==> config.mk <==
export PLATFORM = sky130hd
export DESIGN_NAME = ctrl_pkg_xcvr_param
export DESIGN_NICKNAME = d
export VERILOG_FILES = /design/src/rtl/ctrl_pkg_xcvr_param.sv
export SDC_FILE = /design/constraint.sdc
export NUM_CORES = 1
export LEC_CHECK = 0
export BUFFER_PORTS_ARGS = -buffer_cell sky130_fd_sc_hd__buf_4
export CAP_MARGIN = 25
export CORE_UTILIZATION = 34
export DETAILED_ROUTE_END_ITERATION = 8
export SLEW_MARGIN = 0
export SYNTH_ARGS = -nofsm -noshare
export SYNTH_HDL_FRONTEND = slang
export SYNTH_SLANG_ARGS = --single-unit
==> constraint.sdc <==
create_clock -name sys_clk -period 2.1 [get_ports sys_clk]
set_input_delay 0.105 -clock sys_clk [delete_from_list [all_inputs] [get_ports sys_clk]]
set_output_delay 0.105 -clock sys_clk [all_outputs]
set_load 0.01 [all_outputs]
==> src/rtl/ctrl_pkg_xcvr_param.sv <==
// ---------------------------------------------------------------------------
// ctrl_pkg_xcvr_param
//   Control-package transceiver for the FPGA control link. TX serialises one
//   PKG_W-bit package followed by a constant PAD_W-bit trailer, MSB first,
//   LANE_W bits per beat. RX deserialises frames framed by ctrl_rx_dv, checks
//   the length and trailer, and compares a good payload against the last
//   transmitted package so that a loopback can self-test the link.
//
// Ports
//   sys_clk, rst        clock (rising edge), synchronous active-high reset
//   tx_start            one-cycle start request (ignored while busy)
//   tx_package_i        payload, captured when a start is accepted
//   tx_busy, tx_done    frame shifting out / sticky completion flag
//   ctrl_tx_clk         forwarded clock (~sys_clk)
//   ctrl_tx_data/_en    TX lane and beat-valid
//   ctrl_rx_data/_dv    RX lane and beat-valid (one contiguous run per frame)
//   rx_package_o        last good received payload
//   rx_good, rx_err     verdict on the last frame (mutually exclusive)
//   rx_match            last good payload equals the last transmitted one
//   rx_bit_cnt_o        bits received in the current/last frame, saturating
// ---------------------------------------------------------------------------
module ctrl_pkg_xcvr_param #(
   parameter int unsigned      PKG_W   = 128,
   parameter int unsigned      LANE_W  = 2,
   parameter int unsigned      PAD_W   = 16,
   parameter logic [PAD_W-1:0] PAD_VAL = {PAD_W{1'b1}},
   parameter int unsigned      CNT_W   = 16
) (
   input  logic              sys_clk,
   input  logic              rst,
   input  logic              tx_start,
   input  logic [PKG_W-1:0]  tx_package_i,
   output logic              tx_busy,
   output logic              tx_done,
   output logic              ctrl_tx_clk,
   output logic [LANE_W-1:0] ctrl_tx_data,
   output logic              ctrl_tx_en,
   input  logic [LANE_W-1:0] ctrl_rx_data,
   input  logic              ctrl_rx_dv,
   output logic [PKG_W-1:0]  rx_package_o,
   output logic              rx_good,
   output logic              rx_err,
   output logic              rx_match,
   output logic [CNT_W-1:0]  rx_bit_cnt_o
);

   localparam int unsigned FRAME_W = PKG_W + PAD_W;
   localparam int unsigned BEATS   = FRAME_W / LANE_W;
   localparam int unsigned BCNT_W  = $clog2(BEATS + 1);

   localparam logic [BCNT_W-1:0] BEATS_LD  = BCNT_W'(BEATS);
   localparam logic [BCNT_W-1:0] BEAT_ONE  = BCNT_W'(1);
   localparam logic [CNT_W:0]    LANE_INC  = (CNT_W + 1)'(LANE_W);
   localparam logic [CNT_W-1:0]  LANE_CNT  = CNT_W'(LANE_W);
   localparam logic [CNT_W-1:0]  FRAME_CNT = CNT_W'(FRAME_W);

   typedef enum logic {TX_IDLE = 1'b0, TX_SHIFT = 1'b1} tx_state_e;
   typedef enum logic {RX_IDLE = 1'b0, RX_RECV  = 1'b1} rx_state_e;

   // Bit counter increment that sticks at all ones instead of wrapping.
   function automatic logic [CNT_W-1:0] sat_add(input logic [CNT_W-1:0] a);
      logic [CNT_W:0] sum;
      sum = {1'b0, a} + LANE_INC;
      if (sum[CNT_W]) begin
         sat_add = {CNT_W{1'b1}};
      end else begin
         sat_add = sum[CNT_W-1:0];
      end
   endfunction

   // ---------------- TX state ----------------
   tx_state_e           tx_state_q, tx_state_d;
   logic [FRAME_W-1:0]  tx_sr_q,    tx_sr_d;
   logic [BCNT_W-1:0]   tx_beat_q,  tx_beat_d;
   logic [PKG_W-1:0]    tx_ref_q,   tx_ref_d;
   logic                tx_busy_q,  tx_busy_d;
   logic                tx_done_q,  tx_done_d;

   // ---------------- RX state ----------------
   rx_state_e           rx_state_q, rx_state_d;
   logic [FRAME_W-1:0]  rx_sr_q,    rx_sr_d;
   logic [CNT_W-1:0]    rx_cnt_q,   rx_cnt_d;
   logic                rx_eof_q,   rx_eof_d;
   logic [PKG_W-1:0]    rx_pkg_q,   rx_pkg_d;
   logic                rx_good_q,  rx_good_d;
   logic                rx_err_q,   rx_err_d;
   logic                rx_match_q, rx_match_d;

   // TX next-state: load on an accepted start, then shift one beat per cycle.
   always_comb begin
      tx_state_d = tx_state_q;
      tx_sr_d    = tx_sr_q;
      tx_beat_d  = tx_beat_q;
      tx_ref_d   = tx_ref_q;
      tx_busy_d  = tx_busy_q;
      tx_done_d  = tx_done_q;
      case (tx_state_q)
         TX_IDLE: begin
            if (tx_start) begin
               tx_sr_d    = {tx_package_i, PAD_VAL};
               tx_ref_d   = tx_package_i;
               tx_beat_d  = BEATS_LD;
               tx_busy_d  = 1'b1;
               tx_done_d  = 1'b0;
               tx_state_d = TX_SHIFT;
            end else begin
               tx_busy_d  = 1'b0;
            end
         end
         TX_SHIFT: begin
            // Zeros shift in, so the lane reads 0 once the frame has left.
            tx_sr_d   = tx_sr_q << LANE_W;
            tx_beat_d = tx_beat_q - BEAT_ONE;
            if (tx_beat_q == BEAT_ONE) begin
               tx_busy_d  = 1'b0;
               tx_done_d  = 1'b1;
               tx_state_d = TX_IDLE;
            end else begin
               tx_busy_d  = 1'b1;
            end
         end
         default: begin
            tx_busy_d  = 1'b0;
            tx_state_d = TX_IDLE;
         end
      endcase
   end

   // RX next-state: collect beats while dv is high, judge the frame one cycle
   // after dv is first seen low.
   always_comb begin
      rx_state_d = rx_state_q;
      rx_sr_d    = rx_sr_q;
      rx_cnt_d   = rx_cnt_q;
      rx_eof_d   = 1'b0;
      rx_pkg_d   = rx_pkg_q;
      rx_good_d  = rx_good_q;
      rx_err_d   = rx_err_q;
      rx_match_d = rx_match_q;
      case (rx_state_q)
         RX_IDLE: begin
            if (ctrl_rx_dv) begin
               rx_good_d  = 1'b0;
               rx_err_d   = 1'b0;
               rx_sr_d    = {rx_sr_q[FRAME_W-LANE_W-1:0], ctrl_rx_data};
               rx_cnt_d   = LANE_CNT;
               rx_state_d = RX_RECV;
            end else begin
               rx_state_d = RX_IDLE;
            end
         end
         RX_RECV: begin
            if (ctrl_rx_dv) begin
               rx_sr_d  = {rx_sr_q[FRAME_W-LANE_W-1:0], ctrl_rx_data};
               rx_cnt_d = sat_add(rx_cnt_q);
            end else begin
               rx_eof_d   = 1'b1;
               rx_state_d = RX_IDLE;
            end
         end
         default: begin
            rx_state_d = RX_IDLE;
         end
      endcase
      // Verdict uses the pre-edge shift register and count, which are still
      // the finished frame even if a new frame starts on this same edge; the
      // verdict then takes precedence over that frame's flag clear.
      if (rx_eof_q) begin
         if ((rx_cnt_q == FRAME_CNT) && (rx_sr_q[PAD_W-1:0] == PAD_VAL)) begin
            rx_good_d  = 1'b1;
            rx_err_d   = 1'b0;
            rx_pkg_d   = rx_sr_q[FRAME_W-1 -: PKG_W];
            rx_match_d = (rx_sr_q[FRAME_W-1 -: PKG_W] == tx_ref_q);
         end else begin
            rx_good_d  = 1'b0;
            rx_err_d   = 1'b1;
         end
      end else begin
         rx_match_d = rx_match_q;
      end
   end

   // State registers for both directions with synchronous reset.
   always_ff @(posedge sys_clk) begin
      if (rst) begin
         tx_state_q <= TX_IDLE;
         tx_sr_q    <= '0;
         tx_beat_q  <= '0;
         tx_ref_q   <= '0;
         tx_busy_q  <= 1'b0;
         tx_done_q  <= 1'b0;
         rx_state_q <= RX_IDLE;
         rx_sr_q    <= '0;
         rx_cnt_q   <= '0;
         rx_eof_q   <= 1'b0;
         rx_pkg_q   <= '0;
         rx_good_q  <= 1'b0;
         rx_err_q   <= 1'b0;
         rx_match_q <= 1'b0;
      end else begin
         tx_state_q <= tx_state_d;
         tx_sr_q    <= tx_sr_d;
         tx_beat_q  <= tx_beat_d;
         tx_ref_q   <= tx_ref_d;
         tx_busy_q  <= tx_busy_d;
         tx_done_q  <= tx_done_d;
         rx_state_q <= rx_state_d;
         rx_sr_q    <= rx_sr_d;
         rx_cnt_q   <= rx_cnt_d;
         rx_eof_q   <= rx_eof_d;
         rx_pkg_q   <= rx_pkg_d;
         rx_good_q  <= rx_good_d;
         rx_err_q   <= rx_err_d;
         rx_match_q <= rx_match_d;
      end
   end

   assign ctrl_tx_clk  = ~sys_clk;
   assign ctrl_tx_data = tx_sr_q[FRAME_W-1 -: LANE_W];
   assign ctrl_tx_en   = tx_busy_q;
   assign tx_busy      = tx_busy_q;
   assign tx_done      = tx_done_q;
   assign rx_package_o = rx_pkg_q;
   assign rx_good      = rx_good_q;
   assign rx_err       = rx_err_q;
   assign rx_match     = rx_match_q;
   assign rx_bit_cnt_o = rx_cnt_q;

endmodule
==> impl_metrics.tcl, run 1 <==
set metrics [dict create \
    cp_max_fo 2 \
    min-delay-start "tx_start" \
    setup_violations 0 \
    tns_ps 0 \
    grtUsageTotal_pct 21.3 \
    cp_data_required_time_ps 2650 \
    ys_top_cells_by_area "dfxtp_1 (50%), mux2i_1 (12%), nand2_1 (8.6%), a21oi_1 (8.6%), nor2_1 (7.2%)" \
    fin_ws_ps 18.8 \
    max_freq_mhz 480 \
    hold_depth 5 \
    root_buffer "clkbuf_16" \
    startpoint_type "register" \
    clkTransAtPathRegs_ps 60 \
    r2r_end "rx_match" \
    start_util_pct 34.6 \
    ys_seq_area_share_pct 49.6 \
    area_growth_pct 29.7 \
    insertion_delay_ps 620 \
    timing.rr.start "tx_ref_q[123]" \
    ios 287 \
    die_h_um 261 \
    final_nets 3252 \
    grt_pass1_wl_um 111000 \
    netlist_area_um2 22800 \
    slew_headroom_pct 50.2 \
    violations "DRC" \
    crit_type "register to register" \
    setup.worst_path.end_class "register" \
    grt_start_max_net_pins 147 \
    yosys-top-cells-count "dfxtp_1 (566), nand2_1 (526), nor2_1 (440)" \
    rsz0062_at_grt "yes" \
    vias_per_cell 4.89 \
    ant_nets 0 \
    powerDensity_nw_per_um2 816 \
    syn_avg_cell_area_um2 8.39 \
    wl_per_cell_um 18.6 \
    grt_pass1_vias 18100 \
    cts_max_level 2 \
    antenna_found_initial 0 \
    grt_overflow_total 0 \
    finalHoldViolations 0 \
    dp_hpwl_um 54700 \
    min_to "tx_sr_q[105]" \
    tightest_slew_ps 748 \
    yosysTopAreaCell "dfxtp_1" \
    yosysMostFrequentCell "dfxtp_1" \
    core.rowCount 94 \
    fin_crit_ps 2080 \
    first_pass_iters 9 \
    drv_slew 0 \
    coreArea_um2 66100 \
    p_leak_uw 0.0126 \
    port_buffers 286 \
    critPathArrivalTime_ps 2630 \
    synth_seq_cells 566 \
    syn_nets 2858 \
    holdWs_ps 51.0 \
    ys_async_sr_fraction_pct 0 \
    antennaDiodeCount 0 \
    dr.first_iter.drc_count 1639 \
    pre_cts_slack_ps 63.5 \
    fin_crit_sh_pct 99.1 \
    r2r_slack_ps 20 \
    r2r.worst_path.cells 8 \
    max-vdd-ir-drop_uv 648 \
    drc 13 \
    total_power_uw 24200 \
    synth_edf_count 0 \
    hold_class "input port to register" \
    synth_top_area_share_pct 49.6 \
    chipWidth_um 261 \
    skew_ps 20.5 \
    place.gp.congestion 0.969 \
    drt-total-wl_um 74700 \
    numCtsBuffers 59 \
    vias 19700 \
    netlist_instances 2721 \
    cts_tree "yes" \
    ys.flop_type "dfxtp_1" \
    ys_types 57 \
    drive_gt1_share_pct 16.6 \
    cap_violations 0 \
    clockBufferDepth 3 \
    dieArea_um2 68200 \
    status "complete, but fails checks" \
    yosysWarnings 0 \
]
[cells by family (layout without fill, tap and decap cells)]
logic type	count (synthesis)	count (layout)	synth area share, %
buffers and inverters	231	671	4.33
multiplexers	274	274	12.0
flip-flops	566	566	49.6
AND/OR/NAND/NOR	1082	1083	19.1
XOR/XNOR	93	93	3.57
adder cells (fa/ha/maj)	3	3	0.164
AO/OA/AOI/OAI	472	472	11.2
[what timing repair did]
item	in CTS	in global routing
endpoints found under the setup margin	0	21
setup buffers	0	0
resized for setup	0	11
endpoints found under the hold margin	289	0
hold buffers	136	0
[critical path, stage by stage (launching register included)]
cell and delay [ps]:
dfxtp_1 370, xor2_1 230, nor4_1 380, buf_4 190, nand4_1 130, nor4_1 220
buf_4 160, nand4_1 180, o21ai_1 160
[worst max path at each step]
stage                     depth (start not counted)  slack [ps]            start                end
final                                             8          20    tx_ref_q[123]           rx_match
after global routing                              6          -8  rx_bit_cnt_o[6]   rx_package_o[94]
after CTS                                         7          50  rx_bit_cnt_o[6]           rx_match
after global placement                            7          80  rx_bit_cnt_o[6]           rx_match
after detailed placement                          7          60  rx_bit_cnt_o[6]           rx_match
after floorplan                                   7         170  rx_bit_cnt_o[7]  rx_package_o[100]
[layout by cell type, fill, tap and decap left out, types with 3 or more instances in the layout]
cell type	Yosys	layout
dfxtp_1	566	564
nand2_1	526	526
nor2_1	440	439
a21oi_1	393	388
buf_4	3	367
mux2i_1	272	272
dlygate4sd3_1	0	136
xor2_1	63	63
clkbuf_16	0	59
inv_1	39	39
xnor2_1	30	30
clkbuf_8	0	22
nor4_1	21	21
nand4_1	19	19
nor2b_1	18	17
buf_12	1	17
a21oi_2	10	15
o21ai_0	15	15
o22ai_1	14	14
clkbuf_1	133	11
nand3_1	10	10
nand2_2	10	10
a22o_1	9	9
nor3_1	7	7
clkinv_2	0	7
nand2b_1	8	6
a2111oi_0	7	6
nor3b_1	4	4
a211oi_1	4	4
inv_6	0	4
and2_1	3	3
a221oi_1	3	3
ha_1	3	3
[area by class of cell]
| type | instances | area [µm²] |
|---|---|---|
| Tap cell | 864 | 1080 |
| Fill cell | 6606 | 36500 |
| Inverter | 38 | 143 |
| Sequential cell | 566 | 11300 |
| Multi-Input combinational cell | 1925 | 10600 |
| Timing Repair Buffer | 523 | 4500 |
| Clock inverter | 18 | 164 |
| Clock buffer | 92 | 1810 |
[metrics by stage]
step	utilization (%)	cell area, µm²	std cells
after global placement	39.7	26200	3781
after global routing	44.8	29600	4026
final	44.8	29600	4026
after floorplan	-	22800	2721
after CTS	44.7	29600	4025
after detailed placement	39.7	26200	3781
[registers in the layout, indices dropped and copies added (netlist names), 7 cells and up]
register and count:
rx_package_o 128, tx_beat_q 7, rx_bit_cnt_o 16, tx_sr_q 136, rx_sr_q 144, tx_ref_q 128
[per-layer routing]
layer	global-route usage, %	share of wire, %	routed length (µm)
met1	31.7	49	36500
met2	31.0	43	31900
met3	2.88	4.9	3680
met4	7.74	3.5	2590
met5	0	0	0
[report_power, final]
group / internal [µW] / switching, µW / total [µW]
combinational: 994 / 1250 / 2240
sequential: 11100 / 277 / 11400
clock: 6170 / 4400 / 10600
total: 18200 / 5930 / 24200
(Power assumes the default switching activity.)
==> inputs of run 2 (changes only) <==
--- a/config.mk
+++ b/config.mk
@@ -9,6 +9,7 @@
 export CAP_MARGIN = 25
 export CORE_UTILIZATION = 34
 export DETAILED_ROUTE_END_ITERATION = 8
+export SETUP_SLACK_MARGIN = 0.3
 export SLEW_MARGIN = 0
 export SYNTH_ARGS = -nofsm -noshare
 export SYNTH_HDL_FRONTEND = slang
==> run 2 against run 1 <==
The flow still finishes with violations (DRC). Global-route usage up 0.37 points. Die area is the same. Hold slack improved by 73 ps. Combinational power up 2%. Critical path type unchanged. Maximum frequency up 0.73%. First-iteration DRC count is 3.0% higher. Cell area rose by 3.0%. Final cell count is 0.79% higher. Register-to-register slack improved by 20 ps.
==> impl_metrics.tcl, run 2 (synthesis gave the netlist of run 1 again) <==
set metrics [dict create \
    drt-total-wl_um 77400 \
    p_leak_uw 0.0131 \
    seq_power_share_pct 46.9 \
    coreArea_um2 66100 \
    root_buffer "clkbuf_16" \
    die_h_um 261 \
    finalCoreUtilization_pct 46.1 \
    power.switching_uw 5970 \
    cp_data_required_time_ps 2640 \
    timing.rr.start "rx_bit_cnt_o[6]" \
    grt_start_max_net_pins 132 \
    setup_violations 0 \
    wl_per_cell_um 19.1 \
    violations "DRC" \
    layout.cells.non_filler 4058 \
    max_flop_register "rx_sr_q" \
    critPathArrivalTime_ps 2610 \
    powerDensity_nw_per_um2 794 \
    status "complete, but fails checks" \
    holdWs_ps 124 \
    vias_per_cell 4.95 \
    place.gp.congestion 0.988 \
    clock_power_share_pct 43.7 \
    fin_crit_ps 2070 \
    layout.cells.most_common "dfxtp_1" \
    drv_slew 0 \
    cts_max_level 2 \
    cellInternalPower_uw 18200 \
    insertion_delay_ps 750 \
    chipWidth_um 261 \
    post_dp_cell_area_um2 26300 \
    dp_hpwl_um 54900 \
    start_util_pct 34.6 \
    final_nets 3285 \
    antenna_found_initial 1 \
    setup.worst_path.end_class "register" \
    area_growth_pct 33.5 \
    top_regs "rx_sr_q x144, tx_sr_q x136" \
    slew_headroom_pct 50.6 \
    drive_gt1_share_pct 20.0 \
    dieArea_um2 68200 \
    max-vdd-ir-drop_uv 685 \
    startpoint_type "register" \
    r2r_end "rx_package_o[47]" \
    clkTransAtPathRegs_ps 60 \
    endpoint "rx_package_o[47]" \
    ios 287 \
    grtUsageTotal_pct 21.7 \
    crit_type "register to register" \
    finalHoldViolations 0 \
    cts_tree "yes" \
    worstSetupStartpoint "rx_bit_cnt_o[6]" \
    final_cell_area_um2 30500 \
    skew_ps 260 \
    switching_share_pct 24.7 \
    hold_class "input port to register" \
    p_comb_share_pct 9.5 \
    first_pass_iters 9 \
    most-common-layout-cells "dfxtp_1 (556), nand2_1 (483), nor2_1 (437), buf_4 (375), a21oi_1 (364)" \
    largest_reg_flops 144 \
    dr.first_iter.drc_count 1688 \
    grt_overflow_total 0 \
    port_buffers 286 \
    vias 20100 \
    numCtsBuffers 56 \
    dp_cells 3787 \
    rsz0062_at_grt "yes" \
    ant_nets 0 \
    clockBufferDepth 3 \
    hold_depth 4 \
    r2r.worst_path.cells 7 \
    core.rowCount 94 \
    total_power_uw 24200 \
    fin_crit_sh_pct 98.4 \
    grt_pass1_vias 18200 \
    drc 12 \
    grt_pass1_wl_um 113000 \
    r2r_slack_ps 30 \
    max_freq_mhz 484 \
    cap_violations 0 \
    cp_max_fo 10 \
    tightest_slew_ps 741 \
]
## run 2: timing repair
item	4_1_cts	5_1_grt
pin swaps	1	25
resized for setup	17	144
setup buffers	8	10
hold buffers	134	1
gates cloned	2	12
setup endpoints to repair	141	149
endpoints found under the hold margin	294	2
## run 2: per-stage QoR
stage / TNS, ps / worst slack, ps
3_5_place_dp: 0 / 60.8
2_1_floorplan: 0 / 224
3_3_place_gp: 0 / 102
4_1_cts: 0 / 108
6_report: 0 / 33.9
5_1_grt: -88.8 / -35.2
## run 2: power by group through the flow
stage | sequential [µW] | combinational (µW) | clock [µW]
6_report | 11300 | 2290 | 10600
5_1_grt | 11400 | 2510 | 11200
4_1_cts | 11300 | 2260 | 10400
3_5_place_dp | 11600 | 2040 | 46.2
3_3_place_gp | 11600 | 2040 | 46.2
2_1_floorplan | 11500 | 1330 | 18.7
## run 2: layout make-up
class	instances	area, µm²
Antenna cell	1	2.50
Clock buffer	93	1760
Clock inverter	19	179
Fill cell	6426	35600
Inverter	38	143
Multi-Input combinational cell	1925	11000
Sequential cell	566	11300
Tap cell	864	1080
Timing Repair Buffer	552	5010
## run 2: worst min path at each step
stage	end	startpoint
2_1_floorplan	ctrl_tx_clk	sys_clk
3_3_place_gp	ctrl_tx_clk	sys_clk
3_5_place_dp	ctrl_tx_clk	sys_clk
4_1_cts	tx_sr_q[114]	tx_start
5_1_grt	tx_ref_q[122]	tx_package_i[122]
6_report	tx_ref_q[113]	tx_package_i[113]
## run 2: critical path, cell delays in order (launching register included)
cell and delay (ps):
dfxtp_2 340, or4b_4 520, nor3b_4 240, and4_4 280, buf_12 170, buf_12 180, nand2_1 70, a21oi_1 160
## run 2: routing by layer
| metal | wire length [µm] | global-route usage, % | vias up |
|---|---|---|---|
| met1 | 36800 | 32.1 | 9485 |
| li1 | - | - | 9898 |
| met3 | 4440 | 3.26 | 129 |
| met5 | 0 | 0 | - |
| met2 | 33200 | 31.6 | 561 |
| met4 | 2930 | 7.70 | 0 |
